### src/rtl/uart_pkg.sv
// Shared UART types and constants: frame state encoding and the ASCII codes used by the streamer.
package uart_pkg;

    typedef enum logic [1:0] {
        IDLE      = 2'd0,
        START_BIT = 2'd1,
        DATA_BITS = 2'd2,
        STOP_BIT  = 2'd3
    } uart_state_e;

    localparam logic [7:0] ASCII_CR    = 8'h0D;
    localparam logic [7:0] ASCII_LF    = 8'h0A;
    localparam logic [7:0] ASCII_SPACE = 8'h20;

    // NUL bytes would be invisible on a terminal, so they go out as spaces
    function automatic logic [7:0] nul_to_space(input logic [7:0] b);
        return (b == 8'h00) ? ASCII_SPACE : b;
    endfunction

endpackage

### src/rtl/char_uart_streamer_if.sv
// Bundle between the ARM top level and the character streamer: dump request, array and UART status.
interface char_uart_streamer_if #(
    parameter int unsigned NUM_CHARS = 64
);
    logic       start;
    logic [7:0] charArray [NUM_CHARS];
    logic       tx;
    logic       busy;
    logic       done;

    modport master (output start, charArray, input tx, busy, done);
    modport slave  (input start, charArray, output tx, busy, done);
endinterface

### src/rtl/uart_tx_byte.sv
// 8N1 UART transmitter for one byte per handshake; accepts the next byte in the last stop-bit
// cycle so consecutive frames have no idle gap.
module uart_tx_byte
    import uart_pkg::*;
#(
    parameter int unsigned CLKS_PER_BIT = 434
) (
    input  logic       clk,
    input  logic       rst,
    input  logic       byte_valid,
    input  logic [7:0] byte_data,
    output logic       byte_ready,
    output logic       tx
);

    localparam int unsigned CW = (CLKS_PER_BIT > 1) ? $clog2(CLKS_PER_BIT) : 1;

    uart_state_e   state, state_n;
    logic [CW-1:0] baud_cnt, baud_cnt_n;
    logic [2:0]    bit_idx, bit_idx_n;
    logic [7:0]    shreg, shreg_n;
    logic          tx_q, tx_n;
    logic          baud_wrap;

    assign baud_wrap = (baud_cnt == CW'(CLKS_PER_BIT - 1));
    assign tx        = tx_q;

    // State register
    always_ff @(posedge clk) begin
        if (rst) begin
            state    <= IDLE;
            baud_cnt <= '0;
            bit_idx  <= '0;
            shreg    <= '0;
            tx_q     <= 1'b1;
        end else begin
            state    <= state_n;
            baud_cnt <= baud_cnt_n;
            bit_idx  <= bit_idx_n;
            shreg    <= shreg_n;
            tx_q     <= tx_n;
        end
    end

    // Next-state and registered-output logic; tx_n is the line level for the next cycle
    always_comb begin
        state_n    = state;
        baud_cnt_n = baud_wrap ? '0 : baud_cnt + CW'(1);
        bit_idx_n  = bit_idx;
        shreg_n    = shreg;
        tx_n       = tx_q;
        byte_ready = 1'b0;

        case (state)
            IDLE: begin
                byte_ready = 1'b1;
                baud_cnt_n = '0;
                tx_n       = 1'b1;
                if (byte_valid) begin
                    state_n = START_BIT;
                    shreg_n = byte_data;
                    tx_n    = 1'b0;
                end
            end
            START_BIT: begin
                if (baud_wrap) begin
                    state_n   = DATA_BITS;
                    bit_idx_n = '0;
                    tx_n      = shreg[0];
                end
            end
            DATA_BITS: begin
                if (baud_wrap) begin
                    if (bit_idx == 3'd7) begin
                        state_n = STOP_BIT;
                        tx_n    = 1'b1;
                    end else begin
                        bit_idx_n = bit_idx + 3'd1;
                        shreg_n   = {1'b0, shreg[7:1]};
                        tx_n      = shreg[1];
                    end
                end
            end
            STOP_BIT: begin
                if (baud_wrap) begin
                    byte_ready = 1'b1;
                    if (byte_valid) begin
                        state_n = START_BIT;
                        shreg_n = byte_data;
                        tx_n    = 1'b0;
                    end else begin
                        state_n = IDLE;
                        tx_n    = 1'b1;
                    end
                end
            end
            default: begin
                state_n = IDLE;
                tx_n    = 1'b1;
            end
        endcase
    end

endmodule

### src/rtl/char_uart_streamer.sv
// Snapshots the ARM character array on start and streams it over UART as 8N1 frames,
// followed by CR LF, with NUL bytes shown as spaces.
module char_uart_streamer
    import uart_pkg::*;
#(
    parameter int unsigned CLKS_PER_BIT = 434,
    parameter int unsigned NUM_CHARS    = 64
) (
    input  logic           clk,
    input  logic           rst,
    char_uart_streamer_if.slave bus
);

    localparam int unsigned TOTAL = NUM_CHARS + 2;
    localparam int unsigned IW    = $clog2(TOTAL);
    localparam int unsigned SW    = (NUM_CHARS > 1) ? $clog2(NUM_CHARS) : 1;

    logic [7:0]    snap [NUM_CHARS];
    logic [IW-1:0] char_idx;
    logic          busy_q, done_q;
    logic          byte_valid, byte_ready, tx_line;
    logic [7:0]    byte_data, cur_byte;
    logic          accept_req, last_stop;

    assign accept_req = !busy_q && bus.start;
    assign last_stop  = busy_q && byte_ready && (char_idx == IW'(TOTAL));

    // Byte at the current index: snapshot entries, then CR, then LF
    always_comb begin
        cur_byte = ASCII_LF;
        if (char_idx < IW'(NUM_CHARS)) begin
            cur_byte = nul_to_space(snap[SW'(char_idx)]);
        end else if (char_idx == IW'(NUM_CHARS)) begin
            cur_byte = ASCII_CR;
        end
    end

    // The first byte bypasses the snapshot so the start bit begins right after the request edge
    always_comb begin
        byte_valid = 1'b0;
        byte_data  = cur_byte;
        if (!busy_q) begin
            byte_valid = bus.start;
            byte_data  = nul_to_space(bus.charArray[0]);
        end else begin
            byte_valid = (char_idx != IW'(TOTAL));
        end
    end

    // Snapshot buffer; contents are only meaningful while busy, so it carries no reset
    always_ff @(posedge clk) begin
        if (!rst && accept_req) begin
            for (int i = 0; i < NUM_CHARS; i++) begin
                snap[i] <= bus.charArray[i];
            end
        end
    end

    // char_idx counts bytes handed to the transmitter: 0 at acceptance, 1 once entry 0 is loaded
    always_ff @(posedge clk) begin
        if (rst) begin
            busy_q   <= 1'b0;
            done_q   <= 1'b0;
            char_idx <= '0;
        end else begin
            done_q <= 1'b0;
            if (accept_req) begin
                busy_q   <= 1'b1;
                char_idx <= IW'(1);
            end else if (busy_q) begin
                if (byte_valid && byte_ready) begin
                    char_idx <= char_idx + IW'(1);
                end else if (last_stop) begin
                    busy_q   <= 1'b0;
                    done_q   <= 1'b1;
                    char_idx <= '0;
                end
            end
        end
    end

    uart_tx_byte #(
        .CLKS_PER_BIT (CLKS_PER_BIT)
    ) u_tx (
        .clk        (clk),
        .rst        (rst),
        .byte_valid (byte_valid),
        .byte_data  (byte_data),
        .byte_ready (byte_ready),
        .tx         (tx_line)
    );

    assign bus.tx   = tx_line;
    assign bus.busy = busy_q;
    assign bus.done = done_q;

endmodule

### src/flat_wrapper.sv
// flat-port wrapper written by rule: the top's interface ports become plain ports
module char_uart_streamer_flat import uart_pkg::*;
#(
    parameter int unsigned CLKS_PER_BIT = 434,
    parameter int unsigned NUM_CHARS    = 64
)
  (clk, rst, bus_start, bus_charArray, bus_tx, bus_busy, bus_done);
  char_uart_streamer_if #(.NUM_CHARS(NUM_CHARS)) bus_i ();
  input  logic clk;
  input  logic rst;
  input wire logic [$bits(bus_i.start)-1:0] bus_start;
  input wire logic [$bits(bus_i.charArray)-1:0] bus_charArray;
  output wire logic [$bits(bus_i.tx)-1:0] bus_tx;
  output wire logic [$bits(bus_i.busy)-1:0] bus_busy;
  output wire logic [$bits(bus_i.done)-1:0] bus_done;
  assign bus_i.start = bus_start;
  assign bus_i.charArray = {>>{bus_charArray}};
  assign bus_tx = bus_i.tx;
  assign bus_busy = bus_i.busy;
  assign bus_done = bus_i.done;
  char_uart_streamer #(.CLKS_PER_BIT(CLKS_PER_BIT), .NUM_CHARS(NUM_CHARS)) u_core (.clk(clk), .rst(rst), .bus(bus_i));
endmodule
### config.mk
export PLATFORM = sky130hd
export DESIGN_NAME = char_uart_streamer_flat
export DESIGN_NICKNAME = d
export VERILOG_FILES = /design/src/rtl/uart_pkg.sv /design/src/rtl/char_uart_streamer_if.sv /design/src/rtl/uart_tx_byte.sv /design/src/rtl/char_uart_streamer.sv /design/src/flat_wrapper.sv
export SDC_FILE = /design/constraint.sdc
export NUM_CORES = 1
export LEC_CHECK = 0
export ABC_CLOCK_PERIOD_IN_PS = 37100
export CORE_MARGIN = 3
export CORE_UTILIZATION = 50
export CTS_CLUSTER_SIZE = 16
export DETAILED_ROUTE_END_ITERATION = 10
export PLACE_DENSITY_LB_ADDON = 0.1
export SLEW_MARGIN = 10
export SYNTH_ARGS = -nofsm -noshare
export SYNTH_HDL_FRONTEND = slang
export SYNTH_HIERARCHICAL = 1
export SYNTH_SLANG_ARGS = --single-unit
### constraint.sdc
create_clock -name clk -period 37.1 [get_ports clk]
set_clock_uncertainty 0.15 [all_clocks]
set_input_delay 5.565 -clock clk [delete_from_list [all_inputs] [get_ports clk]]
set_output_delay 5.565 -clock clk [all_outputs]
set_load 0.01 [all_outputs]
==> results of run 1 <==
==> cell usage in the layout (no fill, tap or decap), types with 3 or more instances in the layout <==
master / count
dfxtp_1: 28
nand2b_1: 7
mux2i_1: 33
clkbuf_1: 13
buf_4: 17
clkinv_1: 12
nor2b_1: 6
nor3_1: 10
a22o_1: 4
dfxtp_4: 3
ha_1: 11
clkdlybuf4s50_1: 517
xnor2_1: 5
mux4_2: 122
and3_1: 3
a22oi_1: 8
a211o_1: 4
a311oi_1: 9
a211oi_1: 3
o22ai_1: 10
clkinv_2: 12
bufinv_16: 6
clkbuf_16: 56
nand2_1: 39
o21ai_0: 16
diode_2: 12
o221ai_1: 3
a31oi_1: 3
a221oi_1: 6
mux4_1: 5
nor2_1: 28
xor2_1: 5
nand4_1: 8
inv_1: 14
or3_1: 4
nand3_1: 8
a21oi_1: 26
edfxtp_1: 512
==> metal layers <==
layer	GRT usage, %	part of all wire (%)
met2	44.8	51
met5	0	0.23
met4	8.63	2.5
met3	7.85	9.3
met1	32.4	37
==> area by class of cell <==
type	instances	share of cell area [%]
tap	532	2.31
clock buffer	69	5.04
timing repair buffer	534	18.4
clock inverter	34	1.13
antenna	12	0.104
multi-input combinational	430	17.2
inverter	14	0.183
sequential	544	55.7
==> per-stage QoR <==
step | hold WS [ns] | utilization, % | setup slack [ns] | instance area [um^2]
after floorplan | 0.279 | - | 7.32 | 21300
after global placement | 0.291 | 65.1 | 25.99 | 27000
after detailed placement | 0.304 | 65.1 | 25.81 | 27000
after CTS | 0.318 | 69.3 | 26.45 | 28800
after global routing | 0.338 | 69.4 | 25.99 | 28800
final | 0.315 | 69.4 | 26.41 | 28800
==> cells by family (layout without fill, tap and decap cells) <==
family	Yosys count	after routing	synth area share, %
flip-flops	544	544	75.2
multiplexers	161	161	15.1
AND/OR/NAND/NOR	128	128	2.96
AO/OA/AOI/OAI	120	120	3.99
buffers and inverters	67	651	1.60
adder cells (fa/ha/maj)	11	11	0.647
XOR/XNOR	10	10	0.412
other	0	12	0
==> critical path, cell delays in order <==
cell and delay, ns:
clkdlybuf4s50_1 0.80, nor2b_4 0.55, buf_4 0.94, buf_4 0.95, buf_4 0.98, buf_4 0.81
==> state kept, by name, indices dropped and copies added, names as in the netlist <==
signal and count:
u_core/snap 512, u_core/u_tx/baud_cnt 9, u_core/u_tx/shreg 8, u_core/char_idx 7
u_core/u_tx/bit_idx 3, u_core/u_tx/state 2, u_core/bus.busy 1, u_core/bus.done 1
u_core/u_tx/tx 1
==> final timing paths <==
path,startpoint,end,slack (ns),cells past startpoint
min reg2reg,u_core/u_tx/baud_cnt[0]$_SDFF_PP0_,u_core/u_tx/baud_cnt[0]$_SDFF_PP0_,0.31,1
min,u_core/u_tx/baud_cnt[0]$_SDFF_PP0_,u_core/u_tx/baud_cnt[0]$_SDFF_PP0_,0.31,1
max,rst,u_core/snap[41][2]$_DFFE_PP_,26.41,6
max reg2reg,u_core/bus.busy$_SDFF_PP0_,u_core/snap[41][2]$_DFFE_PP_,31.52,6
==> power by group through the flow <==
stage          clock network [mW]  logic [mW]  registers, mW
2_1_floorplan                   0       0.129          0.746
3_3_place_gp                    0       0.217          0.731
3_5_place_dp                    0       0.220          0.733
4_1_cts                     0.555       0.221          0.720
5_1_grt                     0.579       0.235          0.723
6_report                    0.547       0.219          0.720
==> results.md, run 1 <==
- Status: finished clean
- Total CTS buffers: 55
- Chip width: 212 um
- Most common cell in the netlist: edfxtp_1
- FFs w/ async S/R, synth: 0%
- Area Overhead vs Synth: 35.3%
- Drt first pass iters: 5
- Post-route ant nets: 0
- Switching share of power: 23.0%
- Hold Path Class: reg -> reg
- Worst Tran Pin Value: 1.16 ns
- Initial antenna violation count: 21
- Final Setup Violations: 0
- Cells after synthesis: 1041
- Clock transition at path regs: 0.06 ns
- CP Max Fanout: 93
- Number of global-route vias before repair: 12982
- Synth area leaders: edfxtp_1 (72%), mux4_2 (13%), dfxtp_1 (3.0%)
- Fin Setup TNS: 0 ns
- Final cycle utilization of the critical path: 28.8%
- Pwr/cell area: 51.6 nW/um^2
- IO buf count: 517
- Dpl cells: 2054
- Post-CTS sizing: 0
- Yosys cell types: 63
- Hpwl dp: 44.1 mm
- Final Slew Violations: 0
- P_sw: 341 uW
- Cell Int Power: 1.14 mW
- Non-Filler Instances: 2169
- I/O pin total: 518
- WL final: 59.7 mm
- Clock power share: 36.8%
- Postcts setup bufs: 0
- Critical Path End Type: flip-flop
- Filler cell count: 2691
- FF+latch count, synth: 544
- Top-area cell type share of the netlist area: 72.2%
- Mapped cell area: 21300 um^2
- Overflow after GRT: 0
- Num rows: 74
- Ys Warns: 6
- Routability cong.: 0.837
- Post-synth EDFFs: 512
- # nets final: 2105
- Initial DRC count: 1224
- Initial Util: 51.3%
- Final worst path period need: 10.69 ns
- Layout cell share with drive strength beyond 1: 14.2%
- Post-route DRC: 0
- Primary FF master, synth: edfxtp_1
- Pin count of the biggest net entering global routing: 94
- Top post-synthesis cells by count: edfxtp_1 (512), mux4_2 (122), nand2_1 (39), mux2i_1 (33), dfxtp_1 (32)
- Worst EP required: 37.18 ns
- Post-synth top area cell: edfxtp_1
- Register area: 16000 um^2
- Max Root-Sink Buffers: 3
- CP arrival: 10.77 ns
- Total global routing track utilization: 26.2%
- Core Region: 41500 um^2
- Total power: 1.49 mW
- Area of the multi-input gates: 4940 um^2
- Via density: 5.70
- Lkg Pwr: 9.38 nW
- Mean post-synth cell area: 20.4 um^2
- RSZ-0062 raised after global routing: false
- FMAX: 93.6 MHz
- Count of hold-fix buffers inserted at cts: 0
- Post-synthesis sequential area ratio: 75.2%
- MaxCap Viol Count: 0
- Slew margin rel.: 23.0%
- Flop pwr share: 48.5%
- Critical path class: in -> reg
- Root Buffer: clkbuf_16
- TritonCTS clock tree: built
- WL/cell: 27.5 um
- Chip height: 212 um
- Die ar.: 45100 um^2
- TritonCTS sink count: 544
- Setup crit start kind: primary input
- Comb pwr share: 14.7%
- CTS H-tree depth: 2
- First-pass GRT wire length: 83.7 mm
- Peak VDD IR: 0.0361 mV
- Post-Syn Nets: 1567
- Final Hold Fails: 0
- Routed vias: 12358
- Clk_lat worst skew: 0.61 ns
(Power assumes the default switching activity.)
==> inputs of run 2 (changes only) <==
--- a/config.mk
+++ b/config.mk
@@ -5,7 +5,7 @@
 export SDC_FILE = /design/constraint.sdc
 export NUM_CORES = 1
 export LEC_CHECK = 0
-export ABC_CLOCK_PERIOD_IN_PS = 37100
+export ABC_CLOCK_PERIOD_IN_PS = 9990
 export CORE_MARGIN = 3
 export CORE_UTILIZATION = 50
 export CTS_CLUSTER_SIZE = 16
==> constraint.sdc (replaced) <==
create_clock -name clk -period 9.99 [get_ports clk]
set_clock_uncertainty 0.15 [all_clocks]
set_input_delay 1.4985 -clock clk [delete_from_list [all_inputs] [get_ports clk]]
set_output_delay 1.4985 -clock clk [all_outputs]
set_load 0.01 [all_outputs]
==> run 2 against run 1 <==
Setup slack got worse by 21 ns. Cell count about the same. Worst hold slack better by 0.0018 ns. Register-to-register slack worse by 26 ns. Highest routed layer unchanged. Utilization up 0.36 points.
==> results.md, run 2 (synthesized netlist as in run 1, its figures left out) <==
- Status: finished clean
- R2R setup slack: 5.38 ns
- Core Region: 41500 um^2
- Top flop regs: u_core/snap: 512 flops, u_core/u_tx/baud_cnt: 9 flops, u_core/u_tx/shreg: 8 flops
- Worst hold stages: 2
- Overflow after GRT: 0
- Post-route ant nets: 0
- Pwr/cell area: 196 nW/um^2
- Drt first pass iters: 5
- Lkg Pwr: 9.44 nW
- Final Instance Area: 28900 um^2
- Max Root-Sink Buffers: 3
- Clock transition at path regs: 0.06 ns
- Total global routing track utilization: 26.0%
- Most frequent CP cell: buf_4
- Hold Path Class: reg -> reg
- CP arrival: 5.02 ns
- Final Slew Violations: 0
- Count of hold-fix buffers inserted at cts: 0
- IO buf count: 517
- Layout cell share with drive strength beyond 1: 14.6%
- Worst EP required: 10.05 ns
- Initial DRC count: 1095
- WL final: 59.3 mm
- Dpl cell area: 27000 um^2
- Root Buffer: clkbuf_16
- Chip width: 212 um
- Routability cong.: 0.828
- Max reg flops: 512
- CTS H-tree depth: 2
- Critical path, cell by cell: clkdlybuf4s50_1, nor2b_4, buf_4, buf_4
- Most common cell after layout, fill and taps aside: clkdlybuf4s50_1
- # nets final: 2102
- Final Hold Fails: 0
- MaxCap Viol Count: 0
- Initial Util: 51.3%
- Num rows: 74
- Area of the multi-input gates: 4940 um^2
- Hpwl dp: 43.5 mm
- Critical Path End Type: flip-flop
- Total power: 5.67 mW
- Worst Hold Path EP: u_core/u_tx/bit_idx[1]$_SDFFE_PP0P_
- Die ar.: 45100 um^2
- TritonCTS clock tree: built
- Clk_lat worst skew: 0.59 ns
- RSZ-0062 raised after global routing: false
- CP Max Fanout: 79
- Initial antenna violation count: 23
- Most flops, register: u_core/snap
- FF-to-FF path depth: 10
- Worst hold start: u_core/u_tx/bit_idx[1]$_SDFFE_PP0P_
- Worst path max stage delay: 1.07 ns
- WL/cell: 27.3 um
- Filler cell count: 2706
- Critical path class: in -> reg
- Slowest cell on crit path: nor2b_4
- Total CTS buffers: 55
- Worst Tran Pin Value: 1.14 ns
- Area Overhead vs Synth: 36.0%
- Final cycle utilization of the critical path: 49.6%
- Routed vias: 12340
- Final worst path period need: 4.96 ns
- Peak VDD IR: 0.145 mV
- Postcts setup bufs: 0
- RR Endpoint: u_core/u_tx/shreg[5]$_SDFFE_PP0P_
- Post-CTS sizing: 0
- Chip height: 212 um
- Setup crit start kind: primary input
- FMAX: 202 MHz
- I/O pin total: 518
- Reg-to-Reg Start: u_core/char_idx[0]$_SDFFE_PP0P_
- Final Setup Violations: 0
- WHS: 0.317 ns
- Post-route DRC: 0
- Pin count of the biggest net entering global routing: 191
- Fin Setup TNS: 0 ns
- Slew margin rel.: 24.0%
- Number of global-route vias before repair: 12990
- Via density: 5.69
- Register area: 16000 um^2
- TritonCTS sink count: 544
- First-pass GRT wire length: 83.2 mm
- Most frequent cells in the layout: clkdlybuf4s50_1 (517), edfxtp_1 (512), mux4_2 (122)
==> run 2: cell type report <==
type,count,share of cell area [%]
Antenna cell,16,0.138
Tap cell,532,2.30
Clock inverter,35,1.67
Inverter,14,0.182
Multi-Input combinational cell,430,17.1
Sequential cell,544,55.4
Clock buffer,66,4.97
Timing Repair Buffer,531,18.3
==> run 2: per-stage QoR <==
stage | utilization, % | instances | worst slack (ns)
3_3_place_gp | 65.0 | 2051 | 4.54
6_report | 69.8 | 2168 | 5.03
4_1_cts | 69.7 | 2152 | 5.05
3_5_place_dp | 65.0 | 2051 | 4.40
5_1_grt | 69.8 | 2165 | 4.80
2_1_floorplan | - | 1041 | 0.0421
==> run 2: worst max-delay path: cells and delay by family <==
family / cells / cell delay [ns]
buffers and inverters: 3 / 2.35
AND/OR/NAND/NOR: 1 / 1.07
==> run 2: how the worst max path moves through the flow <==
stage / depth (start not counted) / start / endpoint
3_5_place_dp: 4 / rst / u_core/snap[37][5]$_DFFE_PP_
5_1_grt: 4 / rst / u_core/snap[22][5]$_DFFE_PP_
4_1_cts: 4 / rst / u_core/snap[16][2]$_DFFE_PP_
2_1_floorplan: 2 / bus_start / u_core/snap[0][0]$_DFFE_PP_
6_report: 4 / rst / u_core/snap[27][5]$_DFFE_PP_
3_3_place_gp: 4 / rst / u_core/snap[28][5]$_DFFE_PP_
==> run 2: routing by layer <==
| metal | share of wire, % | GRT usage [%] | vias up |
|---|---|---|---|
| met5 | 0.22 | 0 | - |
| met4 | 2.9 | 10.2 | 18 |
| met3 | 8.9 | 7.04 | 110 |
| met2 | 51 | 43.8 | 587 |
| met1 | 37 | 32.5 | 6194 |
| li1 | - | - | 5431 |
==> run 2: report_power, final <==
| part | internal (mW) | switching, mW | total (mW) | leakage [nW] |
|---|---|---|---|---|
| Sequential | 2.62 | 0.0669 | 2.69 | 5.00 |
| Clock | 1.33 | 0.850 | 2.18 | 0.946 |
| Combinational | 0.445 | 0.353 | 0.798 | 3.49 |
